<file path="src/rtl/operand_fetch_pkg.sv">
// Shared sizes, ALU opcode encoding and pipeline-stage record for the operand fetch stage.
package operand_fetch_pkg;

   localparam int WORD_SIZE     = 16;
   localparam int REG_COUNT     = 8;
   localparam int REG_ADDR_BITS = 3;

   typedef enum logic [2:0] {
      ALU_ADD = 3'd0,
      ALU_SUB = 3'd1,
      ALU_AND = 3'd2,
      ALU_OR  = 3'd3,
      ALU_XOR = 3'd4,
      ALU_SLL = 3'd5,
      ALU_SRL = 3'd6,
      ALU_SLT = 3'd7
   } alu_op_e;

   typedef struct packed {
      logic                     vld;
      logic [REG_ADDR_BITS-1:0] rd;
   } stage_t;

endpackage

</file>
<file path="src/rtl/operand_fetch_regfile.sv">
// Eight-entry register file: two combinational read ports, one synchronous write port, r0 reads zero.
module operand_fetch_regfile
   import operand_fetch_pkg::*;
(
   input  logic                     clk,
   input  logic                     reset,
   input  logic                     we,
   input  logic [REG_ADDR_BITS-1:0] waddr,
   input  logic [WORD_SIZE-1:0]     wdata,
   input  logic [REG_ADDR_BITS-1:0] raddr1,
   input  logic [REG_ADDR_BITS-1:0] raddr2,
   output logic [WORD_SIZE-1:0]     rdata1,
   output logic [WORD_SIZE-1:0]     rdata2
);

   logic [WORD_SIZE-1:0] regs [REG_COUNT];

   always_ff @(posedge clk or posedge reset) begin
      if (reset) begin
         for (int i = 0; i < REG_COUNT; i++) regs[i] <= '0;
      end else if (we && (waddr != '0)) begin
         regs[waddr] <= wdata;
      end
   end

   assign rdata1 = (raddr1 == '0) ? '0 : regs[raddr1];
   assign rdata2 = (raddr2 == '0) ? '0 : regs[raddr2];

endmodule

</file>
<file path="src/rtl/operand_fetch.sv">
// Operand fetch stage: hazard stall, writeback bypass and S1/S2 tracking around an external registered ALU.
module operand_fetch
   import operand_fetch_pkg::*;
(
   input  logic                     clk,
   input  logic                     reset,
   input  logic                     in_valid,
   output logic                     in_ready,
   input  alu_op_e                  in_op,
   input  logic [REG_ADDR_BITS-1:0] in_rd,
   input  logic [REG_ADDR_BITS-1:0] in_rs1,
   input  logic [REG_ADDR_BITS-1:0] in_rs2,
   input  logic                     in_use_imm,
   input  logic [WORD_SIZE-1:0]     in_imm,
   output alu_op_e                  alu_op,
   output logic [WORD_SIZE-1:0]     alu_in1,
   output logic [WORD_SIZE-1:0]     alu_in2,
   input  logic [WORD_SIZE-1:0]     alu_result,
   output logic                     wb_valid,
   output logic [REG_ADDR_BITS-1:0] wb_rd,
   output logic [WORD_SIZE-1:0]     wb_data
);

   stage_t               s1, s2;
   logic [WORD_SIZE-1:0] rf_data1, rf_data2;
   logic [WORD_SIZE-1:0] op1, op2;
   logic                 hazard, accept;

   // The result in S2 is already on alu_result, so it wins over the not-yet-written regfile entry.
   function automatic logic [WORD_SIZE-1:0] operand_value(
      input logic [REG_ADDR_BITS-1:0] rs,
      input logic [WORD_SIZE-1:0]     rf_value,
      input stage_t                   wb_stage,
      input logic [WORD_SIZE-1:0]     bypass_value
   );
      if (rs == '0)                            return '0;
      else if (wb_stage.vld && wb_stage.rd == rs) return bypass_value;
      else                                     return rf_value;
   endfunction

   operand_fetch_regfile u_regfile (
      .clk    (clk),
      .reset  (reset),
      .we     (wb_valid),
      .waddr  (wb_rd),
      .wdata  (wb_data),
      .raddr1 (in_rs1),
      .raddr2 (in_rs2),
      .rdata1 (rf_data1),
      .rdata2 (rf_data2)
   );

   // S1's result does not exist until the ALU registers it, so a read of its rd must wait one cycle.
   assign hazard   = s1.vld && (s1.rd != '0) &&
                     ((in_rs1 == s1.rd) || (!in_use_imm && (in_rs2 == s1.rd)));
   assign in_ready = !hazard;
   assign accept   = in_valid && in_ready;

   assign op1 = operand_value(in_rs1, rf_data1, s2, alu_result);
   assign op2 = in_use_imm ? in_imm : operand_value(in_rs2, rf_data2, s2, alu_result);

   always_ff @(posedge clk or posedge reset) begin
      if (reset) begin
         s1      <= '0;
         s2      <= '0;
         alu_op  <= ALU_ADD;
         alu_in1 <= '0;
         alu_in2 <= '0;
      end else begin
         s2 <= s1;
         if (accept) begin
            s1      <= '{vld: 1'b1, rd: in_rd};
            alu_op  <= in_op;
            alu_in1 <= op1;
            alu_in2 <= op2;
         end else begin
            s1      <= '0;
            alu_op  <= ALU_ADD;
            alu_in1 <= '0;
            alu_in2 <= '0;
         end
      end
   end

   assign wb_valid = s2.vld && (s2.rd != '0);
   assign wb_rd    = s2.rd;
   assign wb_data  = alu_result;

endmodule

</file>
<file path="config.mk">
export PLATFORM = sky130hd
export DESIGN_NAME = operand_fetch
export DESIGN_NICKNAME = d
export VERILOG_FILES = /design/src/rtl/operand_fetch_pkg.sv /design/src/rtl/operand_fetch_regfile.sv /design/src/rtl/operand_fetch.sv
export SDC_FILE = /design/constraint.sdc
export NUM_CORES = 1
export LEC_CHECK = 0
export ABC_CLOCK_PERIOD_IN_PS = 3700
export CAP_MARGIN = 20
export CORE_MARGIN = 8
export CORE_UTILIZATION = 50
export CTS_CLUSTER_DIAMETER = 30
export DETAILED_ROUTE_END_ITERATION = 10
export PLACE_DENSITY = 0.83
export REMOVE_ABC_BUFFERS = 1
export SETUP_SLACK_MARGIN = 0.02
export SLEW_MARGIN = 25
export SYNTH_ARGS = -nofsm -noshare
export SYNTH_HDL_FRONTEND = slang
export SYNTH_HIERARCHICAL = 1
export SYNTH_SLANG_ARGS = --single-unit
</file>
<file path="constraint.sdc">
create_clock -name clk -period 3.7 [get_ports clk]
set_input_delay 0.555 -clock clk [delete_from_list [all_inputs] [get_ports clk]]
set_output_delay 0.555 -clock clk [all_outputs]
set_load 0.02 [all_outputs]
</file>
======== Word level (Yosys, flattened, before mapping) ========
Index checks and enable logic that the tools add are counted.
storage, ports and cells
  flip-flop bits (word level) ............. 171
  bits of input ports ..................... 48
  output and inout port bits .............. 56
  word-level logic and storage cells ...... 60
operators by class
  magnitude comparators ................... 4
  equality and inequality tests ........... 4
  multiplexer cells ....................... 18
  bitwise operators ....................... 3
  reduce and logical (&&, ||, !) cells .... 16
operators with widths
  cell                                                                   number
  16-bit 2-to-1 mux                                                      12
  128-bit bitwise mux                                                    1
  16-bit binary-select mux with 3-bit select                             2
  16-bit demux with 3-bit select                                         1
  3-bit == test                                                          4
  4-bit >= comparator (second input constant)                            3
  3-bit inverter with 4-bit output                                       3
  1-bit logical AND                                                      9
  3-bit zero test                                                        2
  3-bit nonzero test                                                     2
  4-bit by 1-bit < comparator with 1-bit output (second input constant)  1
  4-bit 2-to-1 mux                                                       1
  3-bit 2-to-1 mux                                                       1
  1-bit zero test                                                        2
  1-bit logical OR                                                       1

======== Logic depth before layout (Yosys ltp) ========
  depth in word-level cells ............... 8
  gate-level depth with buffers ........... 8
  mapped depth without buffers ............ 5

======== Modules after synthesis ========
Netlist, hierarchy kept.
modules (own cells, without submodules)
  module                 instances  cells each  area an instance (um2)  seq. area each (um2)
  operand_fetch_regfile  1          446         6219.7                  2802.7
  operand_fetch          1          206         2207.1                  1076.0

======== Worst setup path before layout ========
Ideal clock, no wire load.
  kind .................................... input to output
  from .................................... input port in_use_imm
  to ...................................... output port in_ready
  data arrival time ....................... 1743 ps
  required time ........................... 3145 ps
  path slack .............................. 1402 ps
  cell stages on the path ................. 5
  path buffers ............................ 2
  cells stage by stage .................... clkbuf_1 or4_4 a21oi_4 buf_6 inv_1
on the way
  cells in the longest elaborated chain, start to end .. 5
RTL lines
  item                RTL line             text
  start: declaration  operand_fetch.sv:13  input logic in_use_imm,
  1-bit zero test     operand_fetch.sv:55  ((in_rs1 == s1.rd) || (!in_use_imm && (in_rs2 == s1.rd)));
  1-bit logical AND   operand_fetch.sv:55
  1-bit logical OR    operand_fetch.sv:55
  1-bit logical AND   operand_fetch.sv:54  assign hazard = s1.vld && (s1.rd != '0) &&
  1-bit zero test     operand_fetch.sv:56  assign in_ready = !hazard;
  end: declaration    operand_fetch.sv:8   output logic in_ready,
Every way passes these cells.

======== Worst setup path after layout ========
  from .................................... input port in_rs2[2]
  to ...................................... output port in_ready
on the way
  cells in the longest elaborated chain, start to end .. 5
RTL lines
  item                RTL line             text
  start: declaration  operand_fetch.sv:12  input logic [REG_ADDR_BITS-1:0] in_rs2,
  3-bit == test       operand_fetch.sv:55
  1-bit logical AND   operand_fetch.sv:55
  1-bit logical OR    operand_fetch.sv:55
  1-bit logical AND   operand_fetch.sv:54
  1-bit zero test     operand_fetch.sv:56
Every way passes these cells.

==> flow_metrics.py <==
metrics = {
    "cts": {
        "htree_num_levels": 4,
        "cts_tree": "done",
        "cts_buffers": 17,
        "cts_sinks": 155,
        "ctsHoldBuffers": 0,
        "cts_resized": 0,
        "clkTransAtPathRegs_ps": 60,
        "clk_latency_ps": 430,
        "cts_root_buf": "clkbuf_16",
        "cts_max_path_buffers": 2,
        "cts_setup_buffers": 0,
    },
    "yosys": {
        "yosysWarningCount": 6,
        "syn-cell-area_mm2": 0.008427,
        "synth-main-ff-cell": "dfrtp_1",
        "synth_edf_count": 0,
        "ys_ff_latch": 155,
        "synth_compound_area_frac": 0.08820,
        "synthXorXnorAreaFrac": 0.01247,
        "synth_top_family_by_area": "multiplexers",
        "synth_fa_ha_area_frac": 0,
        "syn_avg_cell_area_um2": 12.92,
        "ys_seq_area_frac": 0.4603,
        "synthMuxAreaShare": 0.2964,
        "synthSimpleGateAreaFrac": 0.07394,
        "async_reset_ff_frac": 1.000,
        "syn_inst": 652,
        "yosysUniqueCellTypes": 37,
    },
    "floorplanning": {
        "fp.dieW_um": 145.8,
        "initial_core_util": 0.5100,
        "fp.dieH_um": 145.8,
        "io-pin-count": 104,
        "coreArea_mm2": 0.01652,
        "die_area_mm2": 0.02126,
        "num_rows": 47,
    },
    "sta": {
        "rsz0062_at_grt": "no",
        "fin_tns_setup_ps": 0,
        "finalSetupViolCount": 0,
        "period_share": 0.8380,
        "worst_pin_slew_ps": 979.0,
        "fin_crit_ps": 3101,
        "hold_viol_final": 0,
        "slew_violations": 0,
        "fmax_ghz": 0.3225,
        "slew_headroom": 0.3466,
        "fin_skew_ps": 10.28,
    },
    "place": {
        "dp_hpwl_um": 16060,
        "gp_congestion": 0.8753,
        "numPortBuffers": 103,
    },
    "global_route": {
        "overflow": 0,
        "antenna_found_initial": 0,
        "track_usage": 0.2355,
        "grt_pass1_wl_um": 39050,
        "grt_pass1_vias": 6890,
        "grt_max_degree": 56,
    },
    "layout": {
        "final_cell_mix": "dfrtp_1, mux2_2, clkdlybuf4s50_1, mux2i_1, a221oi_1",
        "nets": 777,
        "drive_gt1_frac": 0.2871,
        "final_common_cell": "dfrtp_1",
        "diodes": 0,
        "syn2layout_area_growth_pct": 19.20,
        "utilization": 0.6079,
    },
    "critical_path": {
        "cp_cell_sequence": "clkdlybuf4s50_1 > xor2_1 > or4_4 > a21oi_4 > inv_1 > clkdlybuf4s50_1",
        "path_class": "in -> out",
        "reg2reg_depth": 3,
        "critPathTopFamily": "buffers and inverters",
        "r2r_start": "wb_rd[1]",
        "crit_top_cell": "clkdlybuf4s50_1",
        "path_buf_inv": 3,
        "cp.arrival_ps": 2550,
        "cp-start-kind": "primary input",
        "setup.worst_path.end_class": "output pin",
        "path_depth": 6,
        "critPathMaxStageDelay_ps": 540,
        "r2r_slack_ps": 1000,
        "cpMaxStageDelayCell": "clkdlybuf4s50_1",
        "r2r-end": "u_regfile/regs[3]",
        "crit_path_max_fanout": 2,
        "required_ps": 3140,
    },
    "power": {
        "vdd_drop_max_v": 0.0004127,
        "power_leakage_nw": 4.352,
        "p_sw_frac": 0.2835,
        "finalPower_w": 0.005503,
        "power.internal_w": 0.003943,
        "pwr-share-clk": 0.331,
        "cellPowerDensity_mw_per_mm2": 547.9,
        "seq_power_share": 0.432,
        "pwr-share-comb": 0.236,
        "p_sw_w": 0.001560,
    },
    "hold_path": {
        "hold_class": "reg -> reg",
        "min_path_cells": 0,
        "hold_start": "s1[3]",
        "hold_end": "s2[3]",
    },
    "drt": {
        "postRouteAntennaNets": 0,
        "drt_iter0_drc": 604,
        "vias": 6344,
        "drt-total-wl_um": 25090,
        "drc": 0,
        "first_pass_iters": 7,
        "wl_per_cell_um": 26.08,
        "viasPerCell": 6.595,
    },
    "run": {
        "maxCapViolations": 0,
    },
    "outcome": {
        "status": "finished clean",
    },
}
==> worst max path at each step <==
stage              start           endpoint  slack [ps]
2_1_floorplan      reset  u_regfile/regs[0]         190
3_3_place_gp   in_rs2[2]           in_ready         590
3_5_place_dp   in_rs2[2]           in_ready         580
4_1_cts        in_rs2[2]           in_ready         580
5_1_grt        in_rs2[2]           in_ready         530
6_report       in_rs2[2]           in_ready         600
==> synthesized netlist by cell type, types with 5 or more instances <==
library cell | number | area, um^2
a221oi_1 | 62 | 543.0
a311oi_1 | 16 | 140.1
buf_2 | 12 | 60.06
buf_4 | 26 | 195.2
buf_6 | 21 | 236.5
clkbuf_1 | 17 | 63.81
dfrtp_1 | 155 | 3879
inv_1 | 5 | 18.77
mux2_1 | 6 | 67.56
mux2_2 | 118 | 1329
mux2_4 | 20 | 300.3
mux2i_1 | 80 | 800.8
nand2_1 | 17 | 63.81
nand3_1 | 17 | 85.08
nand3b_1 | 16 | 120.1
nor3_1 | 17 | 85.08
nor3b_1 | 6 | 45.04
xnor2_1 | 9 | 78.83
==> cells by family (layout without fill, tap and decap cells) <==
group | Yosys count | count (layout)
AOI/OAI and AO/OA | 85 | 85
xor gates and xnor gates | 12 | 12
buffers and inverters | 82 | 172
DFF | 155 | 155
muxes | 224 | 224
and+or+nand+nor | 94 | 94
==> routing by layer <==
layer	share of wire	GRT usage
met5	0	0
met3	0.085	0.07307
met4	0.047	0.1411
met2	0.50	0.3893
met1	0.37	0.2629
==> through the flow <==
stage / worst slack, ps / cells / cell area (um^2) / hold slack, ps
3_3_place_gp: 585.4 / 930 / 9425 / 379.4
2_1_floorplan: 186.0 / 575 / 7866 / 353.7
5_1_grt: 533.8 / 962 / 10040 / 423.6
6_report: 599.3 / 962 / 10040 / 405.2
4_1_cts: 579.9 / 962 / 10040 / 393.3
3_5_place_dp: 576.9 / 930 / 9425 / 380.3
==> power groups by stage <==
| stage | Clock, W | Sequential, W | Combinational [W] |
|---|---|---|---|
| after floorplan | 0 | 0.00234 | 0.000796 |
| after global placement | 0 | 0.00233 | 0.00122 |
| after detailed placement | 0 | 0.00238 | 0.00128 |
| after CTS | 0.00184 | 0.00236 | 0.00129 |
| after global routing | 0.00192 | 0.00241 | 0.00138 |
| final | 0.00182 | 0.00238 | 0.00130 |
==> final cells by class <==
class,count,area (um^2)
Timing Repair Buffer,135,1274
Clock buffer,27,513.0
Fill cell,1241,6480
Sequential cell,155,3879
Tap cell,220,275.3
Inverter,5,22.52
Multi-Input combinational cell,415,3976
Clock inverter,5,105.1
==> registers in the layout, summed over array words and instances (netlist names) <==
name,flops
alu_op,3
u_regfile/regs,112
alu_in1,16
s1,4
wb_rd,3
alu_in2,16
s2,1
(Power assumes the default switching activity.)
